$ cat src/rtl/core_bus_arbiter_if.sv
// Bundle of the fetch, load/store and downstream bus signals around core_bus_arbiter.
// The arbiter is the slave side; the core plus the MMU/memory model form the master side.
interface core_bus_arbiter_if #(
  parameter int ADDR_W = 32,
  parameter int DATA_W = 32
);
  logic                  f_req_en;
  logic                  f_mode;
  logic [ADDR_W-1:0]     f_addr;
  logic [DATA_W-1:0]     f_wdata;
  logic [DATA_W/8-1:0]   f_wstrb;
  logic                  f_resp_en;
  logic [DATA_W-1:0]     f_resp_data;
  logic                  f_exc_en;

  logic                  m_req_en;
  logic                  m_mode;
  logic [ADDR_W-1:0]     m_addr;
  logic [DATA_W-1:0]     m_wdata;
  logic [DATA_W/8-1:0]   m_wstrb;
  logic                  m_resp_en;
  logic [DATA_W-1:0]     m_resp_data;
  logic                  m_exc_en;

  logic [4:0]            exc_vec;
  logic [31:0]           exc_tval;

  logic                  b_req_en;
  logic                  b_mode;
  logic [ADDR_W-1:0]     b_addr;
  logic [DATA_W-1:0]     b_wdata;
  logic [DATA_W/8-1:0]   b_wstrb;
  logic                  b_resp_en;
  logic [DATA_W-1:0]     b_resp_data;
  logic                  b_exc_en;
  logic [4:0]            b_exc_vec;
  logic [31:0]           b_exc_tval;

  logic                  proto_err;

  modport slave (
    input  f_req_en, f_mode, f_addr, f_wdata, f_wstrb,
    output f_resp_en, f_resp_data, f_exc_en,
    input  m_req_en, m_mode, m_addr, m_wdata, m_wstrb,
    output m_resp_en, m_resp_data, m_exc_en,
    output exc_vec, exc_tval,
    output b_req_en, b_mode, b_addr, b_wdata, b_wstrb,
    input  b_resp_en, b_resp_data, b_exc_en, b_exc_vec, b_exc_tval,
    output proto_err
  );

  modport master (
    output f_req_en, f_mode, f_addr, f_wdata, f_wstrb,
    input  f_resp_en, f_resp_data, f_exc_en,
    output m_req_en, m_mode, m_addr, m_wdata, m_wstrb,
    input  m_resp_en, m_resp_data, m_exc_en,
    input  exc_vec, exc_tval,
    input  b_req_en, b_mode, b_addr, b_wdata, b_wstrb,
    output b_resp_en, b_resp_data, b_exc_en, b_exc_vec, b_exc_tval,
    input  proto_err
  );
endinterface

$ cat src/rtl/core_bus_arbiter.sv
// Round-robin arbiter sharing one downstream bus between the fetch and load/store ports.
// One buffered request per port, one outstanding transaction, responses routed to the owner.
module core_bus_arbiter #(
  parameter int ADDR_W = 32,
  parameter int DATA_W = 32
) (
  input  logic              clk,
  input  logic              rst,
  core_bus_arbiter_if.slave bus
);
  localparam int STRB_W = DATA_W / 8;

  typedef enum logic [1:0] {S_IDLE, S_ISSUE, S_WAIT} state_t;
  typedef enum logic {OWN_F, OWN_M} owner_t;

  state_t              r_state, w_state_nxt;
  owner_t              r_owner, r_last_grant, w_grant_owner;
  logic                w_grant;

  logic                r_pend_f, r_pend_m;
  logic                r_f_mode, r_m_mode;
  logic [ADDR_W-1:0]   r_f_addr, r_m_addr;
  logic [DATA_W-1:0]   r_f_wdata, r_m_wdata;
  logic [STRB_W-1:0]   r_f_wstrb, r_m_wstrb;

  logic                r_b_mode;
  logic [ADDR_W-1:0]   r_b_addr;
  logic [DATA_W-1:0]   r_b_wdata;
  logic [STRB_W-1:0]   r_b_wstrb;

  logic                r_f_resp_en, r_m_resp_en, r_f_exc_en, r_m_exc_en;
  logic [DATA_W-1:0]   r_f_resp_data, r_m_resp_data;
  logic [4:0]          r_exc_vec;
  logic [31:0]         r_exc_tval;
  logic                r_proto_err;

  logic w_done, w_f_busy, w_m_busy, w_f_accept, w_m_accept, w_f_drop, w_m_drop, w_stray;

  // Ownership ends in the completion cycle, so the owner may re-request in that same cycle.
  assign w_done     = (r_state == S_WAIT) && (bus.b_resp_en || bus.b_exc_en);
  assign w_f_busy   = r_pend_f || ((r_state != S_IDLE) && (r_owner == OWN_F) && !w_done);
  assign w_m_busy   = r_pend_m || ((r_state != S_IDLE) && (r_owner == OWN_M) && !w_done);
  assign w_f_accept = bus.f_req_en && !w_f_busy;
  assign w_m_accept = bus.m_req_en && !w_m_busy;
  assign w_f_drop   = bus.f_req_en && w_f_busy;
  assign w_m_drop   = bus.m_req_en && w_m_busy;
  assign w_stray    = (bus.b_resp_en || bus.b_exc_en) && (r_state != S_WAIT);

  always_comb begin
    w_state_nxt   = r_state;
    w_grant       = 1'b0;
    w_grant_owner = r_owner;
    unique case (r_state)
      S_IDLE: begin
        if (r_pend_f || r_pend_m) begin
          w_grant = 1'b1;
          if (r_pend_f && r_pend_m)
            w_grant_owner = (r_last_grant == OWN_F) ? OWN_M : OWN_F;
          else
            w_grant_owner = r_pend_f ? OWN_F : OWN_M;
          w_state_nxt = S_ISSUE;
        end
      end
      S_ISSUE: w_state_nxt = S_WAIT;
      S_WAIT:  if (bus.b_resp_en || bus.b_exc_en) w_state_nxt = S_IDLE;
      default: w_state_nxt = S_IDLE;
    endcase
  end

  always_ff @(posedge clk or posedge rst) begin
    if (rst) r_state <= S_IDLE;
    else     r_state <= w_state_nxt;
  end

  always_ff @(posedge clk or posedge rst) begin
    if (rst) begin
      r_pend_f  <= 1'b0;
      r_pend_m  <= 1'b0;
      r_f_mode  <= 1'b0;
      r_f_addr  <= '0;
      r_f_wdata <= '0;
      r_f_wstrb <= '0;
      r_m_mode  <= 1'b0;
      r_m_addr  <= '0;
      r_m_wdata <= '0;
      r_m_wstrb <= '0;
    end else begin
      if (w_grant && (w_grant_owner == OWN_F)) r_pend_f <= 1'b0;
      if (w_grant && (w_grant_owner == OWN_M)) r_pend_m <= 1'b0;
      if (w_f_accept) begin
        r_pend_f  <= 1'b1;
        r_f_mode  <= bus.f_mode;
        r_f_addr  <= bus.f_addr;
        r_f_wdata <= bus.f_wdata;
        r_f_wstrb <= bus.f_wstrb;
      end
      if (w_m_accept) begin
        r_pend_m  <= 1'b1;
        r_m_mode  <= bus.m_mode;
        r_m_addr  <= bus.m_addr;
        r_m_wdata <= bus.m_wdata;
        r_m_wstrb <= bus.m_wstrb;
      end
    end
  end

  // Downstream fields latch at grant and stay put through ISSUE and WAIT.
  always_ff @(posedge clk or posedge rst) begin
    if (rst) begin
      r_owner      <= OWN_F;
      r_last_grant <= OWN_M;
      r_b_mode     <= 1'b0;
      r_b_addr     <= '0;
      r_b_wdata    <= '0;
      r_b_wstrb    <= '0;
    end else if (w_grant) begin
      r_owner      <= w_grant_owner;
      r_last_grant <= w_grant_owner;
      r_b_mode     <= (w_grant_owner == OWN_F) ? r_f_mode  : r_m_mode;
      r_b_addr     <= (w_grant_owner == OWN_F) ? r_f_addr  : r_m_addr;
      r_b_wdata    <= (w_grant_owner == OWN_F) ? r_f_wdata : r_m_wdata;
      r_b_wstrb    <= (w_grant_owner == OWN_F) ? r_f_wstrb : r_m_wstrb;
    end
  end

  always_ff @(posedge clk or posedge rst) begin
    if (rst) begin
      r_f_resp_en   <= 1'b0;
      r_m_resp_en   <= 1'b0;
      r_f_exc_en    <= 1'b0;
      r_m_exc_en    <= 1'b0;
      r_f_resp_data <= '0;
      r_m_resp_data <= '0;
      r_exc_vec     <= '0;
      r_exc_tval    <= '0;
      r_proto_err   <= 1'b0;
    end else begin
      r_f_resp_en <= 1'b0;
      r_m_resp_en <= 1'b0;
      r_f_exc_en  <= 1'b0;
      r_m_exc_en  <= 1'b0;
      if (r_state == S_WAIT) begin
        if (bus.b_exc_en) begin
          if (r_owner == OWN_F) r_f_exc_en <= 1'b1;
          else                  r_m_exc_en <= 1'b1;
          r_exc_vec  <= bus.b_exc_vec;
          r_exc_tval <= bus.b_exc_tval;
        end else if (bus.b_resp_en) begin
          if (r_owner == OWN_F) begin
            r_f_resp_en   <= 1'b1;
            r_f_resp_data <= bus.b_resp_data;
          end else begin
            r_m_resp_en   <= 1'b1;
            r_m_resp_data <= bus.b_resp_data;
          end
        end
      end
      if (w_f_drop || w_m_drop || w_stray) r_proto_err <= 1'b1;
    end
  end

  assign bus.b_req_en    = (r_state == S_ISSUE);
  assign bus.b_mode      = r_b_mode;
  assign bus.b_addr      = r_b_addr;
  assign bus.b_wdata     = r_b_wdata;
  assign bus.b_wstrb     = r_b_wstrb;
  assign bus.f_resp_en   = r_f_resp_en;
  assign bus.f_resp_data = r_f_resp_data;
  assign bus.f_exc_en    = r_f_exc_en;
  assign bus.m_resp_en   = r_m_resp_en;
  assign bus.m_resp_data = r_m_resp_data;
  assign bus.m_exc_en    = r_m_exc_en;
  assign bus.exc_vec     = r_exc_vec;
  assign bus.exc_tval    = r_exc_tval;
  assign bus.proto_err   = r_proto_err;
endmodule
$ cat src/flat_wrapper.sv
// flat-port wrapper written by rule: the top's interface ports become plain ports
module core_bus_arbiter_flat 
#(
  parameter int ADDR_W = 32,
  parameter int DATA_W = 32
)
  (clk, rst, bus_f_req_en, bus_f_mode, bus_f_addr, bus_f_wdata, bus_f_wstrb, bus_f_resp_en, bus_f_resp_data, bus_f_exc_en, bus_m_req_en, bus_m_mode, bus_m_addr, bus_m_wdata, bus_m_wstrb, bus_m_resp_en, bus_m_resp_data, bus_m_exc_en, bus_exc_vec, bus_exc_tval, bus_b_req_en, bus_b_mode, bus_b_addr, bus_b_wdata, bus_b_wstrb, bus_b_resp_en, bus_b_resp_data, bus_b_exc_en, bus_b_exc_vec, bus_b_exc_tval, bus_proto_err);
  core_bus_arbiter_if #(.ADDR_W(ADDR_W), .DATA_W(DATA_W)) bus_i ();
  input  logic clk;
  input  logic rst;
  input wire logic [$bits(bus_i.f_req_en)-1:0] bus_f_req_en;
  input wire logic [$bits(bus_i.f_mode)-1:0] bus_f_mode;
  input wire logic [$bits(bus_i.f_addr)-1:0] bus_f_addr;
  input wire logic [$bits(bus_i.f_wdata)-1:0] bus_f_wdata;
  input wire logic [$bits(bus_i.f_wstrb)-1:0] bus_f_wstrb;
  output wire logic [$bits(bus_i.f_resp_en)-1:0] bus_f_resp_en;
  output wire logic [$bits(bus_i.f_resp_data)-1:0] bus_f_resp_data;
  output wire logic [$bits(bus_i.f_exc_en)-1:0] bus_f_exc_en;
  input wire logic [$bits(bus_i.m_req_en)-1:0] bus_m_req_en;
  input wire logic [$bits(bus_i.m_mode)-1:0] bus_m_mode;
  input wire logic [$bits(bus_i.m_addr)-1:0] bus_m_addr;
  input wire logic [$bits(bus_i.m_wdata)-1:0] bus_m_wdata;
  input wire logic [$bits(bus_i.m_wstrb)-1:0] bus_m_wstrb;
  output wire logic [$bits(bus_i.m_resp_en)-1:0] bus_m_resp_en;
  output wire logic [$bits(bus_i.m_resp_data)-1:0] bus_m_resp_data;
  output wire logic [$bits(bus_i.m_exc_en)-1:0] bus_m_exc_en;
  output wire logic [$bits(bus_i.exc_vec)-1:0] bus_exc_vec;
  output wire logic [$bits(bus_i.exc_tval)-1:0] bus_exc_tval;
  output wire logic [$bits(bus_i.b_req_en)-1:0] bus_b_req_en;
  output wire logic [$bits(bus_i.b_mode)-1:0] bus_b_mode;
  output wire logic [$bits(bus_i.b_addr)-1:0] bus_b_addr;
  output wire logic [$bits(bus_i.b_wdata)-1:0] bus_b_wdata;
  output wire logic [$bits(bus_i.b_wstrb)-1:0] bus_b_wstrb;
  input wire logic [$bits(bus_i.b_resp_en)-1:0] bus_b_resp_en;
  input wire logic [$bits(bus_i.b_resp_data)-1:0] bus_b_resp_data;
  input wire logic [$bits(bus_i.b_exc_en)-1:0] bus_b_exc_en;
  input wire logic [$bits(bus_i.b_exc_vec)-1:0] bus_b_exc_vec;
  input wire logic [$bits(bus_i.b_exc_tval)-1:0] bus_b_exc_tval;
  output wire logic [$bits(bus_i.proto_err)-1:0] bus_proto_err;
  assign bus_i.f_req_en = bus_f_req_en;
  assign bus_i.f_mode = bus_f_mode;
  assign bus_i.f_addr = bus_f_addr;
  assign bus_i.f_wdata = bus_f_wdata;
  assign bus_i.f_wstrb = bus_f_wstrb;
  assign bus_f_resp_en = bus_i.f_resp_en;
  assign bus_f_resp_data = bus_i.f_resp_data;
  assign bus_f_exc_en = bus_i.f_exc_en;
  assign bus_i.m_req_en = bus_m_req_en;
  assign bus_i.m_mode = bus_m_mode;
  assign bus_i.m_addr = bus_m_addr;
  assign bus_i.m_wdata = bus_m_wdata;
  assign bus_i.m_wstrb = bus_m_wstrb;
  assign bus_m_resp_en = bus_i.m_resp_en;
  assign bus_m_resp_data = bus_i.m_resp_data;
  assign bus_m_exc_en = bus_i.m_exc_en;
  assign bus_exc_vec = bus_i.exc_vec;
  assign bus_exc_tval = bus_i.exc_tval;
  assign bus_b_req_en = bus_i.b_req_en;
  assign bus_b_mode = bus_i.b_mode;
  assign bus_b_addr = bus_i.b_addr;
  assign bus_b_wdata = bus_i.b_wdata;
  assign bus_b_wstrb = bus_i.b_wstrb;
  assign bus_i.b_resp_en = bus_b_resp_en;
  assign bus_i.b_resp_data = bus_b_resp_data;
  assign bus_i.b_exc_en = bus_b_exc_en;
  assign bus_i.b_exc_vec = bus_b_exc_vec;
  assign bus_i.b_exc_tval = bus_b_exc_tval;
  assign bus_proto_err = bus_i.proto_err;
  core_bus_arbiter #(.ADDR_W(ADDR_W), .DATA_W(DATA_W)) u_core (.clk(clk), .rst(rst), .bus(bus_i));
endmodule
$ cat config.mk
export PLATFORM = sky130hd
export DESIGN_NAME = core_bus_arbiter_flat
export DESIGN_NICKNAME = d
export VERILOG_FILES = /design/src/rtl/core_bus_arbiter_if.sv /design/src/rtl/core_bus_arbiter.sv /design/src/flat_wrapper.sv
export SDC_FILE = /design/constraint.sdc
export NUM_CORES = 1
export LEC_CHECK = 0
export ABC_AREA = 1
export CORE_MARGIN = 2
export CORE_UTILIZATION = 30
export CTS_BUF_LIST = sky130_fd_sc_hd__clkbuf_2
export CTS_CLUSTER_DIAMETER = 80
export DETAILED_ROUTE_END_ITERATION = 8
export GPL_TIMING_DRIVEN = 1
export REMOVE_ABC_BUFFERS = 1
export SYNTH_ARGS = -nofsm -noshare
export SYNTH_HDL_FRONTEND = slang
export SYNTH_SLANG_ARGS = --single-unit
$ cat constraint.sdc
create_clock -name clk -period 14.2 [get_ports clk]
set_input_delay 3.55 -clock clk [delete_from_list [all_inputs] [get_ports clk]]
set_output_delay 3.55 -clock clk [all_outputs]
set_load 0.01 [all_outputs]
# [After elaboration in Yosys (flattened, before gate mapping)]
# Cells that the tools add are included.
[op_classes] eq_ne=5 mux=30 n_bitwise=3 reduce_logical=30
[op_table] cell="32-bit two-way mux" count=2
[op_table] cell="1-bit two-way mux" count=24
[op_table] cell="1-bit logical AND" count=13
[op_table] cell="4-bit AND reduction" count=2
[op_table] cell="1-bit logical OR" count=6
[op_table] cell="2-bit case mux with 3 select lines" count=1
[op_table] cell="2-bit nonzero test" count=3
[op_table] cell="2-bit two-way mux" count=2
[op_table] cell="4-bit two-way mux" count=1
[op_table] cell="2-bit inequality test (second input constant)" count=2
[op_table] cell="2-bit AND reduction" count=2
[op_table] cell="1-bit logical NOT" count=3
[op_table] cell="1-bit inverter" count=3
[op_table] cell="2-bit by 1-bit == test with 1-bit output (second input constant)" count=1
[op_table] cell="2-bit == test (second input constant)" count=1
[op_table] cell="2-bit logical NOT" count=1
[op_table] cell="2-bit by 1-bit inequality test with 1-bit output (second input constant)" count=1
[word_totals] register_bits=319 input_bits=213 out_inout_bits=176 wordCells=94

# [Longest topological paths before layout]
[depth] depth_word=8 ltp_mapped=8 mapped_depth_nobuf=7

# [Worst setup path after synthesis]
# Ideal clock, no wire load.
[synth_timing] path_kind="input-to-reg" startpoint="input port bus_b_exc_en" endpoint="register u_core.r_f_addr[0]" setup_ns=0.117 arrival_time_ns=4.251 t_required_ns=14.083 path_slack_ns=9.832 path_stages=8 path_buffers=1 path_cell_list="inv_1 nand2_1 nand2_1 nand2_2 nand3_2 buf_2 nand2_1 nand2_1"
[synth_via] elab_chain_cells=7
[synth_lines] item="start: declaration" line="flat_wrapper.sv:36" text="input wire logic [$bits(bus_i.b_exc_en)-1:0] bus_b_exc_en;"
[synth_lines] item="1-bit logical OR" line="core_bus_arbiter.sv:40" text="assign w_done = (r_state == S_WAIT) && (bus.b_resp_en || bus.b_exc_en);"
[synth_lines] item="1-bit logical AND" line="core_bus_arbiter.sv:40"
[synth_lines] item="1-bit logical NOT" line="core_bus_arbiter.sv:41" text="assign w_f_busy = r_pend_f || ((r_state != S_IDLE) && (r_owner == OWN_F) && !w_done);"
[synth_lines] item="1-bit logical AND" line="core_bus_arbiter.sv:41"
[synth_lines] item="1-bit logical OR" line="core_bus_arbiter.sv:41"
[synth_lines] item="1-bit logical NOT" line="core_bus_arbiter.sv:43" text="assign w_f_accept = bus.f_req_en && !w_f_busy;"
[synth_lines] item="1-bit logical AND" line="core_bus_arbiter.sv:43"
[synth_lines] item="end signal: assignment" line="core_bus_arbiter.sv:93" text="r_f_addr <= bus.f_addr;"
[synth_lines] item="end: declaration" line="core_bus_arbiter.sv:22" text="logic [ADDR_W-1:0] r_f_addr, r_m_addr;"
# Every way passes these cells.
# A chain may end at the register's enable or synchronous reset.

# [Worst setup path after layout]
[layout_timing] startpoint="input port bus_b_exc_en" endpoint="register u_core.r_f_mode"
[layout_via] elab_chain_cells=7
[layout_lines] item="1-bit logical OR" line="core_bus_arbiter.sv:40"
[layout_lines] item="1-bit logical AND" line="core_bus_arbiter.sv:40"
[layout_lines] item="1-bit logical NOT" line="core_bus_arbiter.sv:41"
[layout_lines] item="1-bit logical AND" line="core_bus_arbiter.sv:41"
[layout_lines] item="1-bit logical OR" line="core_bus_arbiter.sv:41"
[layout_lines] item="1-bit logical NOT" line="core_bus_arbiter.sv:43"
[layout_lines] item="1-bit logical AND" line="core_bus_arbiter.sv:43"
[layout_lines] item="end signal: assignment" line="core_bus_arbiter.sv:92" text="r_f_mode <= bus.f_mode;"
[layout_lines] item="end: declaration" line="core_bus_arbiter.sv:21" text="logic r_f_mode, r_m_mode;"
# Every way passes these cells.

==> impl_results.md <==
* Status: completed
* DRT Wirelength at 44,200 um
* Drt wl/cell at around 18 um
* Sum Neg Setup Slack at 0 ns
* # DRC at 0
* Number of synthesized flops with an enable pin at 0
* Area of the multi-input gates at around 4400 um2
* Filler cell count in the final layout at 4,306
* Storage cell area at approximately 8000 um2
* Most common cell in the netlist: nand2_1
* Root Buffer: clkbuf_2
* I/O pin cnt at 389
* DR vias at roughly 12,000
* Cts bufs inserted at 86
* Via count of the first global-routing pass at 12,200
* YS warnings at 0
* CTS tree: built
* Final #Nets at 2,037
* Netlist cell types at 18
* Syn Inst Count at between 1,000 and 1,500
* Setup WS post-layout at between 8 and 9 ns
* Area grow syn2layout at 39.0%
* Crit-path max FO at 71
* Pleak at between 8 and 9 nW
* Flops & latches, synth at 319
* Worst-skew pair later-pin latency at 0.97 ns
* Crit path time final at approximately 6 ns
* DRT Pass-1 Iters at 6
* Die height at around 210 um
* Post-CTS setup buffers at 0
* Antenna violations before repair at 5
* Worst hold slack at ~0.45 ns
* Unrepaired setup endpoints after global routing: no
* Register area share after synthesis at 61.1%
* Crit path from: bus_b_exc_en
* Max Fclk at 166 MHz
* Req. time, crit path at about 15 ns
* Synthesized area at ~13,000 um2
* Clk pin slew, worst setup/hold paths at approximately 0.10 ns
* DP HPWL at 27,300 um
* First-pass GRT wire length at ~70,000 um
* Initial Utilization at 30.3%
* R2R setup slack at ~10 ns
* Final slew viol count at 0
* DP Worst Slack at about 7 ns
* CP endpoint: u_core.r_f_mode
* Largest net degree at the start of global routing at 120
* Avg Cell Area, Syn at 8.99 um2
* Hold Path Class: flip-flop to flip-flop
* Largest area contributor in the netlist: dfrtp_1
* Peak VDD IR at 0.000103 V
* Layout cell share with drive strength beyond 1 at a little under a tenth
* WP data arrival at just under 7 ns
* Initial drt markers at roughly 1,100
* Reg-to-Reg Start: u_core.r_state[0]
* Cells on worst reg2reg path at 7
* Post-synth top flop: dfrtp_1
* Routed Antenna Nets at 0
* Final GP Congestion at approximately 0.8
* Critical Path End Type: flip-flop
* Crit share post-route at between 40 and 50%
* Area contributors post-synth: dfrtp_1 61%, nand2_1 16%, nand4_1 10%
* Final hold vios at 0
* PostCTS Resize Cnt at 0
* Final setup violation count at 0
* Port bufs at 388
* # hold bufs at CTS at 0
* Synth top area share at a little over 60%
* H-Tree Depth at 3
* Finished Layout Cells at approximately 2,500
* Core area at 43,100 um2
* Die area at ~45,000 um2
* Die width at between 200 and 250 um
* Row cnt at 76
* Asr flop ratio synth at 100%
* Synth cell count leaders: 565 x nand2_1, 318 x dfrtp_1, 209 x nand4_1, 108 x nand3_1, 67 x clkbuf_1
* Max-slew headroom at a little under a third
* Final Skew at 0.0564 ns
* RR Endpoint: u_core.r_f_mode
* Number of vias per cell at just under 5
* Max-Cap Viols at 0
* Crit Path Category: input port to flip-flop
* Overall Global Routing Usage at roughly 20%
* Pwr dens at roughly 220 nW/um2
* Clk buf depth at 3
* Startpoint types: input port
* Worst-margin pin slew at around 1.0 ns
* GR Overflow Total at 0
* Clock sink total at between 300 and 400
* DP Cell Count at ~2,300
final cells by class:
class / instances / area share, %
Clock buffer: 131 / 3.61
Timing Repair Buffer: 404 / 22.1
Sequential cell: 319 / 44.0
Clock inverter: 16 / 0.806
Antenna cell: 3 / 0.0413
Multi-Input combinational cell: 965 / 24.4
Inverter: 48 / 1.03
Tap cell: 585 / 4.03
state kept, by name, indices dropped and copies added (netlist names), 2 cells and up:
register / flops
u_core.bus.b_addr: 32
u_core.bus.b_wdata: 32
u_core.bus.exc_tval: 32
u_core.bus.f_resp_data: 32
u_core.bus.m_resp_data: 32
u_core.r_f_addr: 32
u_core.r_f_wdata: 32
u_core.r_m_addr: 32
u_core.r_m_wdata: 32
u_core.bus.exc_vec: 5
u_core.bus.b_wstrb: 4
u_core.r_f_wstrb: 4
u_core.r_m_wstrb: 4
u_core.r_state: 2
critical path, cell delays in order:
cell,delay [ns]
clkdlybuf4s50_1,0.45
buf_4,0.37
inv_1,0.13
nand2_1,0.12
nand2_1,0.15
nand2_4,0.66
nand3_4,0.98
nand2_1,0.28
nand2_1,0.07
cell families (layout without fill, tap and decap cells):
kind of cell | Yosys count | count (layout) | share of synthesized area [%]
flops | 319 | 319 | 61.1
compound gates | 70 | 70 | 2.70
other cells | 0 | 3 | 0
buf+inv | 169 | 599 | 5.29
simple gates | 895 | 895 | 30.9
cell usage in the layout, fill, tap and decap left out, types with 3 or more instances in the layout:
cell / netlist / routed
o21ai_0: 66 / 66
diode_2: 0 / 3
nand2_1: 565 / 564
nand3_1: 108 / 108
inv_2: 6 / 9
buf_4: 0 / 16
clkinv_2: 0 / 3
inv_1: 42 / 41
dfrtp_1: 318 / 317
nor2_1: 7 / 6
nand4_1: 209 / 209
bufinv_16: 0 / 3
clkbuf_2: 0 / 131
clkdlybuf4s50_1: 0 / 386
clkinv_1: 0 / 6
nand2_4: 0 / 3
through the flow:
step	cell area (um2)	utilization (%)	total power, W
4_1_cts	18100	42.1	0.00408
6_report	18200	42.2	0.00403
3_3_place_gp	17300	40.2	0.00333
3_5_place_dp	17300	40.2	0.00337
5_1_grt	18200	42.2	0.00436
2_1_floorplan	12600	-	0.00242
how the worst min path moves through the flow:
stage                                       from                     end  slack, ns  depth (start not counted)
after CTS                    u_core.r_m_addr[17]   u_core.bus.b_addr[17]       0.43                          2
final                        u_core.r_m_addr[17]   u_core.bus.b_addr[17]       0.45                          2
after floorplan              u_core.r_f_addr[31]     u_core.r_f_addr[31]       0.44                          2
after detailed placement  u_core.bus.exc_tval[8]  u_core.bus.exc_tval[8]       0.46                          2
after global routing         u_core.r_m_addr[17]   u_core.bus.b_addr[17]       0.44                          2
after global placement       u_core.r_f_addr[31]     u_core.r_f_addr[31]       0.45                          2
layer usage:
layer  up-vias  routed length (um)  part of all wire [%]  GRT usage, %
met1      5788               18800                    42          25.2
met5         -                  32                 0.072             0
met2       556               20100                    46          30.8
met4         4                 966                   2.2          7.57
li1       5682                   -                     -             -
met3        75                4290                   9.7          6.07
report_power, final:
part           total, W  switching, W  internal, W  leakage, nW
combinational   0.00172      0.000993     0.000727         4.19
clock          0.000684      0.000387     0.000296        0.621
sequential      0.00162      0.000289      0.00133         3.99
Power figures use the tool's default switching activity.
